--- config.mk ---
export PLATFORM = sky130hd
export DESIGN_NAME = alarm_clock_multi
export DESIGN_NICKNAME = d
export VERILOG_FILES = /design/src/rtl/alarm_clock_multi.sv
export SDC_FILE = /design/constraint.sdc
export NUM_CORES = 1
export LEC_CHECK = 0
export CAP_MARGIN = 10
export CORE_MARGIN = 3
export CORE_UTILIZATION = 45
export DETAILED_ROUTE_END_ITERATION = 10
export PLACE_DENSITY = 0.67
export SLEW_MARGIN = 40
export SYNTH_ARGS = -nofsm -noshare
export SYNTH_HDL_FRONTEND = slang
export SYNTH_SLANG_ARGS = --single-unit
--- constraint.sdc ---
create_clock -name Pulse -period 3.4 [get_ports Pulse]
set_input_delay 0.85 -clock Pulse [delete_from_list [all_inputs] [get_ports Pulse]]
set_output_delay 0.85 -clock Pulse [all_outputs]
set_load 0.005 [all_outputs]
--- src/rtl/alarm_clock_multi.sv ---
// Alarm clock with seconds/minutes/hours/day-of-week timekeeping and
// NUM_ALARMS independent alarms, each with ring, snooze and auto-off.
// One Pulse edge per second; all state updates on the rising edge.
module alarm_clock_multi #(
    parameter int NUM_ALARMS   = 2,
    parameter int SNOOZE_MIN   = 5,
    parameter int RING_MAX_SEC = 600,
    localparam int SEL_W       = (NUM_ALARMS > 1) ? $clog2(NUM_ALARMS) : 1
) (
    input  logic                  Pulse,
    input  logic                  Reset,
    input  logic                  Timeset,
    input  logic                  Alarmset,
    input  logic                  Minadv,
    input  logic                  Hrsadv,
    input  logic                  Dayadv,
    input  logic [SEL_W-1:0]      Alarmsel,
    input  logic [NUM_ALARMS-1:0] Alarmon,
    input  logic                  Snooze,
    input  logic                  Mode12,
    output logic [6:0]            Sec,
    output logic [6:0]            DispMin,
    output logic [6:0]            DispHrs,
    output logic [2:0]            Day,
    output logic                  PM,
    output logic [NUM_ALARMS-1:0] Active,
    output logic                  Buzz
);

    typedef enum logic [1:0] {
        ST_IDLE    = 2'd0,
        ST_RINGING = 2'd1,
        ST_SNOOZED = 2'd2
    } alarm_state_e;

    // Snooze timer counts down to 1; ring timer counts up to RING_LAST.
    localparam logic [11:0] SNOOZE_CYC = 12'(SNOOZE_MIN * 60);
    localparam logic [11:0] RING_LAST  = 12'(RING_MAX_SEC - 1);

    logic [5:0]      sec_r;
    logic [5:0]      min_r;
    logic [4:0]      hrs_r;
    logic [2:0]      day_r;
    logic [5:0]      amin_r   [NUM_ALARMS];
    logic [4:0]      ahrs_r   [NUM_ALARMS];
    alarm_state_e    state_r  [NUM_ALARMS];
    logic [11:0]     timer_r  [NUM_ALARMS];
    logic [NUM_ALARMS-1:0] active_r;

    logic                  run_s;
    logic                  aset_s;
    logic [NUM_ALARMS-1:0] sel_hit_s;
    logic [5:0]            disp_min_s;
    logic [4:0]            disp_hrs24_s;
    logic [4:0]            disp_hrs_s;

    function automatic logic [5:0] inc_mod60(input logic [5:0] v);
        return (v == 6'd59) ? 6'd0 : v + 6'd1;
    endfunction

    function automatic logic [4:0] inc_mod24(input logic [4:0] v);
        return (v == 5'd23) ? 5'd0 : v + 5'd1;
    endfunction

    function automatic logic [2:0] inc_mod7(input logic [2:0] v);
        return (v == 3'd6) ? 3'd0 : v + 3'd1;
    endfunction

    assign run_s  = !Timeset && !Alarmset;
    assign aset_s = Alarmset && !Timeset;

    // One-hot decode of the alarm selector; out-of-range selects nothing.
    always_comb begin
        sel_hit_s = '0;
        for (int i = 0; i < NUM_ALARMS; i++) begin
            sel_hit_s[i] = (Alarmsel == SEL_W'(i));
        end
    end

    // Time of day: free-running with carries, button edits without carry, frozen during alarm set.
    always_ff @(posedge Pulse) begin
        if (Reset) begin
            sec_r <= 6'd0;
            min_r <= 6'd0;
            hrs_r <= 5'd0;
            day_r <= 3'd0;
        end else if (Timeset) begin
            if (Minadv) min_r <= inc_mod60(min_r);
            if (Hrsadv) hrs_r <= inc_mod24(hrs_r);
            if (Dayadv) day_r <= inc_mod7(day_r);
        end else if (Alarmset) begin
            sec_r <= sec_r;
        end else begin
            sec_r <= inc_mod60(sec_r);
            if (sec_r == 6'd59) begin
                min_r <= inc_mod60(min_r);
                if (min_r == 6'd59) begin
                    hrs_r <= inc_mod24(hrs_r);
                    if (hrs_r == 5'd23) begin
                        day_r <= inc_mod7(day_r);
                    end
                end
            end
        end
    end

    // Alarm set values: only the selected alarm is edited, minutes and hours independently.
    always_ff @(posedge Pulse) begin
        for (int i = 0; i < NUM_ALARMS; i++) begin
            if (Reset) begin
                amin_r[i] <= 6'd0;
                ahrs_r[i] <= 5'd0;
            end else if (aset_s && sel_hit_s[i]) begin
                if (Minadv) amin_r[i] <= inc_mod60(amin_r[i]);
                if (Hrsadv) ahrs_r[i] <= inc_mod24(ahrs_r[i]);
            end
        end
    end

    // Per-alarm ring/snooze FSM with shared timer and registered Active flag.
    always_ff @(posedge Pulse) begin
        for (int i = 0; i < NUM_ALARMS; i++) begin
            if (Reset || !Alarmon[i]) begin
                state_r[i]  <= ST_IDLE;
                timer_r[i]  <= 12'd0;
                active_r[i] <= 1'b0;
            end else begin
                case (state_r[i])
                    ST_IDLE: begin
                        if (run_s && (sec_r == 6'd0) && (min_r == amin_r[i]) &&
                            (hrs_r == ahrs_r[i])) begin
                            state_r[i]  <= ST_RINGING;
                            timer_r[i]  <= 12'd0;
                            active_r[i] <= 1'b1;
                        end
                    end
                    ST_RINGING: begin
                        if (Snooze) begin
                            state_r[i]  <= ST_SNOOZED;
                            timer_r[i]  <= SNOOZE_CYC;
                            active_r[i] <= 1'b0;
                        end else if (timer_r[i] == RING_LAST) begin
                            state_r[i]  <= ST_IDLE;
                            timer_r[i]  <= 12'd0;
                            active_r[i] <= 1'b0;
                        end else begin
                            timer_r[i]  <= timer_r[i] + 12'd1;
                        end
                    end
                    ST_SNOOZED: begin
                        if (timer_r[i] == 12'd1) begin
                            state_r[i]  <= ST_RINGING;
                            timer_r[i]  <= 12'd0;
                            active_r[i] <= 1'b1;
                        end else begin
                            timer_r[i]  <= timer_r[i] - 12'd1;
                        end
                    end
                    default: begin
                        state_r[i]  <= ST_IDLE;
                        timer_r[i]  <= 12'd0;
                        active_r[i] <= 1'b0;
                    end
                endcase
            end
        end
    end

    // Display source: selected alarm during alarm set (00:00 if out of range), else time of day.
    always_comb begin
        disp_min_s   = 6'd0;
        disp_hrs24_s = 5'd0;
        if (aset_s) begin
            for (int i = 0; i < NUM_ALARMS; i++) begin
                disp_min_s   = disp_min_s   | (sel_hit_s[i] ? amin_r[i] : 6'd0);
                disp_hrs24_s = disp_hrs24_s | (sel_hit_s[i] ? ahrs_r[i] : 5'd0);
            end
        end else begin
            disp_min_s   = min_r;
            disp_hrs24_s = hrs_r;
        end
    end

    // 12-hour presentation mapping; stored state is always 24-hour.
    always_comb begin
        disp_hrs_s = disp_hrs24_s;
        if (!Mode12) begin
            disp_hrs_s = disp_hrs24_s;
        end else if (disp_hrs24_s == 5'd0) begin
            disp_hrs_s = 5'd12;
        end else if (disp_hrs24_s > 5'd12) begin
            disp_hrs_s = disp_hrs24_s - 5'd12;
        end else begin
            disp_hrs_s = disp_hrs24_s;
        end
    end

    assign Sec     = {1'b0, sec_r};
    assign DispMin = {1'b0, disp_min_s};
    assign DispHrs = {2'b00, disp_hrs_s};
    assign Day     = day_r;
    assign PM      = (disp_hrs24_s >= 5'd12);
    assign Active  = active_r;
    assign Buzz    = |active_r;

endmodule

# Word-level counts from Yosys, hierarchy flattened
# Memories as Yosys holds them, arrays and structs flattened.
# Cells that the tools add are included.
dict set report word_totals {
  in_bits 12
  reg_bits 22
  n_memories 4
  elab_cells 266
  output_inout_bits 28
  ramBits 50
}
# memory words width rd rd_clocked_by_memory_dff write_ports line
set memory_table {}
lappend memory_table {timer_r 2 12 2 0 2 47} ;# logic [11:0] timer_r [NUM_ALARMS];
lappend memory_table {amin_r 2 6 2 0 2 44} ;# logic [5:0] amin_r [NUM_ALARMS];
lappend memory_table {ahrs_r 2 5 2 0 2 45} ;# logic [4:0] ahrs_r [NUM_ALARMS];
lappend memory_table {state_r 2 2 2 0 2 46} ;# alarm_state_e state_r [NUM_ALARMS];
dict set report classes {
  reduce_logical 31
  addsub 13
  order_cmp 2
  bitwise_logic 33
  eq_ne 30
  muxes 147
}
# cell n
set op_table {}
lappend op_table {{2-to-1 mux 12 bit} 14}
lappend op_table {{2-to-1 mux 1 bit} 85}
lappend op_table {{2-to-1 mux 5 bit} 16}
lappend op_table {{2-to-1 mux 6 bit} 13}
lappend op_table {{OR 1 bit} 28}
lappend op_table {{adder 12 x 1 -> 12 bit, second input constant} 2}
lappend op_table {{adder 6 x 1 -> 6 bit, second input constant} 4}
lappend op_table {{equality test 12 x 1 -> 1 bit, second input constant} 2}
lappend op_table {{equality test 12 x 10 -> 1 bit, second input constant} 2}
lappend op_table {{equality test 6 bit, second input constant} 4}
lappend op_table {{subtractor 12 x 1 -> 12 bit, second input constant} 2}
lappend op_table {{2-to-1 mux 3 bit} 7}
lappend op_table {{2-to-1 mux 2 bit} 10}
lappend op_table {{adder 5 x 1 -> 5 bit, second input constant} 3}
lappend op_table {{equality test 5 bit, second input constant} 3}
lappend op_table {{equality test 6 bit} 2}
lappend op_table {{equality test 5 bit} 2}
lappend op_table {{inequality test 2 bit, second input constant} 5}
lappend op_table {{logical AND 1 bit} 9}
lappend op_table {{AND reduction 3 bit} 3}
lappend op_table {{zero test 6 bit} 1}
lappend op_table {{inequality test 2 x 1 -> 1 bit, second input constant} 3}
lappend op_table {{inequality test 3 bit, second input constant} 2}
lappend op_table {{OR 6 bit} 1}
lappend op_table {{20 further kinds} 33}

# Longest topological paths before layout
dict set report depth {
  depth_word 16
  mapped_depth 9
  depth_no_buf 8
}

# Worst setup path before layout
# No wires, ideal clock.
dict set report synth_timing {
  kind {input to output}
  startpoint {input port Alarmsel}
  endpoint {output port DispHrs[4]}
  t_required_ns 2.550
  path_buffers 1
  path_stages 8
  arrival_time_ns 2.748
  path_slack_ns -0.198
  path_cell_list {clkbuf_1 > mux2_2 > mux2i_1 > inv_1 > ha_1 > nand2b_1 > or3_1 > o31ai_1}
}
dict set report synth_via {
  elab_chain_len 7
  word_cells_on_any_way 10
  classes_between {add/sub (1); order compare (1); mux (6); bitwise (1); reduce/logical (1)}
}
# element line
set synth_rtl {}
lappend synth_rtl {{start, declared} 17} ;# input logic [SEL_W-1:0] Alarmsel,
lappend synth_rtl {{2-to-1 mux 5 bit} 176} ;# disp_hrs24_s = disp_hrs24_s | (sel_hit_s[i] ? ahrs_r[i] : 5'd0);
lappend synth_rtl {{OR 5 bit *} 176}
lappend synth_rtl {{2-to-1 mux 5 bit *} 173} ;# if (aset_s) begin
lappend synth_rtl {{subtractor 5 x 4 -> 5 bit / greater-than comparator 5 x 4 -> 1 bit (equally long branches)} {192, 191}}
lappend synth_rtl {{2-to-1 mux 5 bit} 191} ;# end else if (disp_hrs24_s > 5'd12) begin
lappend synth_rtl {{2-to-1 mux 5 bit} 189} ;# end else if (disp_hrs24_s == 5'd0) begin
lappend synth_rtl {{2-to-1 mux 5 bit *} 187} ;# if (!Mode12) begin
lappend synth_rtl {{end, declared} 23} ;# output logic [6:0] DispHrs,
# Every way passes the cells marked *; elsewhere a longest branch is shown, timed or not.

# Worst setup path in the final report
# Ends and elaborated chain as after synthesis.

==> run metrics <==
Worst-Margin Slew=0.752 ns; FF-to-FF Start=timer_r[1][4]; metal1 wirelength=6020 um; Clock Tree Root=clkbuf_16; gpl congestion=about 0.9; WHS Path Cells=1; ranking of synthesized cells by area=edfxtp_1 (29%), dfxtp_1 (8.6%), xor2_1 (6.2%); worst reg2reg path depth=5; Die W=113 um; NetSw=790 uW; vias in the first global route=4,432; most frequent cells after synthesis=nor2_1 (60), edfxtp_1 (50), nand2_1 (50); max-cap violations=0; drt drc=0; clock share of power=0.394; Final Skew=0.00567 ns; Core Area=11,000 um^2; Clock transition at path regs=approximately 0.06 ns; leakage=between 0.002 and 0.0025 uW; Seq/Total Area, Yosys=0.380; post-synthesis instance total=roughly 580; crit path launch type=input port; DPL Wire Length=slightly above 9000 um; worst min path class=flop to flop; routed vias=4,651; status=completed; total CTS buffers=9; final setup vio count=0; Post-synth EDFFs=50; Final Hold Viols=0; flops & latches, synth=72; Routed WL=13,000 um; FMAX=between 200 and 300 MHz; Mapped Area=around 5100 um^2; most numerous cell in the Yosys netlist=nor2_1; R2R Path End=timer_r[1][8]; switching share of power=0.282; detailed route wirelength on metal3=671 um; Min Clock Period, post-route=3.36 ns; Cell variety after synth=66; Final Cycle Share=0.988; Post-DP Area=5730 um^2; worst skew pair latency=about 0.33 ns; pwr dens=456 nW/um^2; Site Rows=38; hold buffers post-CTS=0; Slew Viols, Final=0; per-cell routed wire length=17.0 um; clk buf depth=2; Syn-to-layout area delta=20.2%; CTS tree=yes; die height=113 um; crit-path max FO=2; Gate power share=0.171; Post-DRT Antenna Nets=0; 1st-iter DRT viols=479; max layer used=met4; H-Tree Depth=3; WP data required=2.55 ns; share of cells above drive strength 1=0.129; largest net degree at the start of global routing=21; gr ovfl total=0; final net count=650; Antenna diodes=0; Worst EP arrival=2.51 ns; Reg power frac=0.435; die area=12,700 um^2; drt via density=about 6.1; design area=just over 6000 um^2; hold-critical path endpoint=Active[1]; I/O pin count=40; unrepaired setup endpoints after global routing=yes; initial antenna violation count=0; CP endpoint kind=output pin; Mapped Avg Cell Area=8.80 um^2; Hold Path Origin=Active[1]; hold_ws=0.534 ns; Worst IR Drop VDD=just under 300 uV; clock sink total=72; FF-to-FF setup slack=0.66 ns; area share of the largest cell type after synthesis=0.294; # fillers=981; wire length on met2=approximately 6200 um; PortBufs=35; asr flop ratio synth=0; first-pass GRT wire length=21,900 um; Int Pwr=2010 uW; Top FF cell, synth=edfxtp_1; area leader, netlist=edfxtp_1; Slew HR=0.498; initial core utilization=0.466; Overall Global Routing Usage=0.209; number of detailed-route iterations in the first pass=5; Power Total=2800 uW; CP Class=input port to output pin; Ys Warns=0
cell type report:
type                    count  area [um^2]  area share
multi-input cells         450         2990       0.487
flip-flops and latches     72         1940       0.316
repair buffers             69          618       0.101
clock buffers              10          239      0.0389
well taps                 140          175      0.0285
clock inverters             6          106      0.0173
inverters                  20         75.1      0.0122
flip-flops by register name (all words and copies together) (netlist names):
name and count:
timer_r 24, amin_r 12, ahrs_r 10, min_r 6, sec_r 6, hrs_r 5
state_r 4, Day 3, Active 2
power by group through the flow:
stage	registers (uW)	clock network (uW)	logic (uW)
4_1_cts	1210	1120	475
3_3_place_gp	1220	0	455
6_report	1220	1100	480
2_1_floorplan	1130	0	397
5_1_grt	1240	1150	537
3_5_place_dp	1230	0	466
how the worst max path moves through the flow:
stage,startpoint,endpoint,slack [ns],cells after the start
after floorplan,Alarmsel,DispHrs[4],0.05,8
after global placement,Alarmsel,DispHrs[4],-0.77,9
after detailed placement,Alarmset,DispHrs[4],-0.80,10
after CTS,Alarmsel,DispHrs[4],-0.008,9
after global routing,Alarmsel,DispHrs[4],-0.02,9
final,Alarmsel,DispHrs[4],0.04,9
timing repair:
item	in CTS	in global routing
gates resized for setup	37	2
endpoints found under the hold margin	0	0
setup buffers	1	1
endpoints found under the setup margin	12	1
pin swaps	3	1
cells by family after synthesis:
kind of cell | Yosys count | share of synthesized area
xor+xnor | 47 | 0.0805
buf+inv | 62 | 0.0501
compound gates | 125 | 0.168
flops | 72 | 0.380
other cells | 1 | 0.000733
mux | 16 | 0.0320
fa+ha+maj | 16 | 0.0391
simple gates | 242 | 0.250
worst max-delay path, stage by stage:
cell and delay, ns:
buf_6 0.10, mux2_4 0.30, mux2i_4 0.16, inv_2 0.08
ha_4 0.17, nand2b_4 0.13, or3_4 0.38, o31ai_2 0.18
buf_2 0.15
placed cells by master (no fill, tap or decap), types with 4 or more instances in the layout:
cell              n
a211oi_1          5
a21oi_1          29
a221oi_1          7
a22oi_1           4
a31oi_1           4
and3_1           10
buf_4            32
buf_6             4
clkbuf_16         9
clkdlybuf4s50_1  29
conb_1            4
dfxtp_1          22
edfxtp_1         50
ha_1             15
inv_1            18
mux2i_1          12
nand2_1          50
nand2b_1          6
nand3_1          21
nand4_1          17
nand4b_1          5
nor2_1           60
nor2b_1           4
nor3_1           15
nor4_1           14
o21ai_0          28
o22ai_1           6
o31ai_1           5
or2_2             4
or3_1             4
or3b_2            4
or4_1             8
xnor2_1          11
xor2_1           36
per-layer routing:
metal	GRT usage	up-vias
li1	-	2242
met1	0.288	2242
met2	0.332	154
met3	0.0485	13
met4	0.0561	0
met5	0	-
per-stage QoR:
step	setup TNS [ns]	setup slack (ns)	utilization	instances
floorplan	0	0.0472	-	584
global placement	-3.02	-0.767	0.522	750
detailed placement	-3.19	-0.799	0.522	750
CTS	-0.00780	-0.00780	0.558	766
global route	-0.0234	-0.0234	0.560	767
finish	0	0.0403	0.560	767
Note: power is estimated with default switching activity, not from simulation.
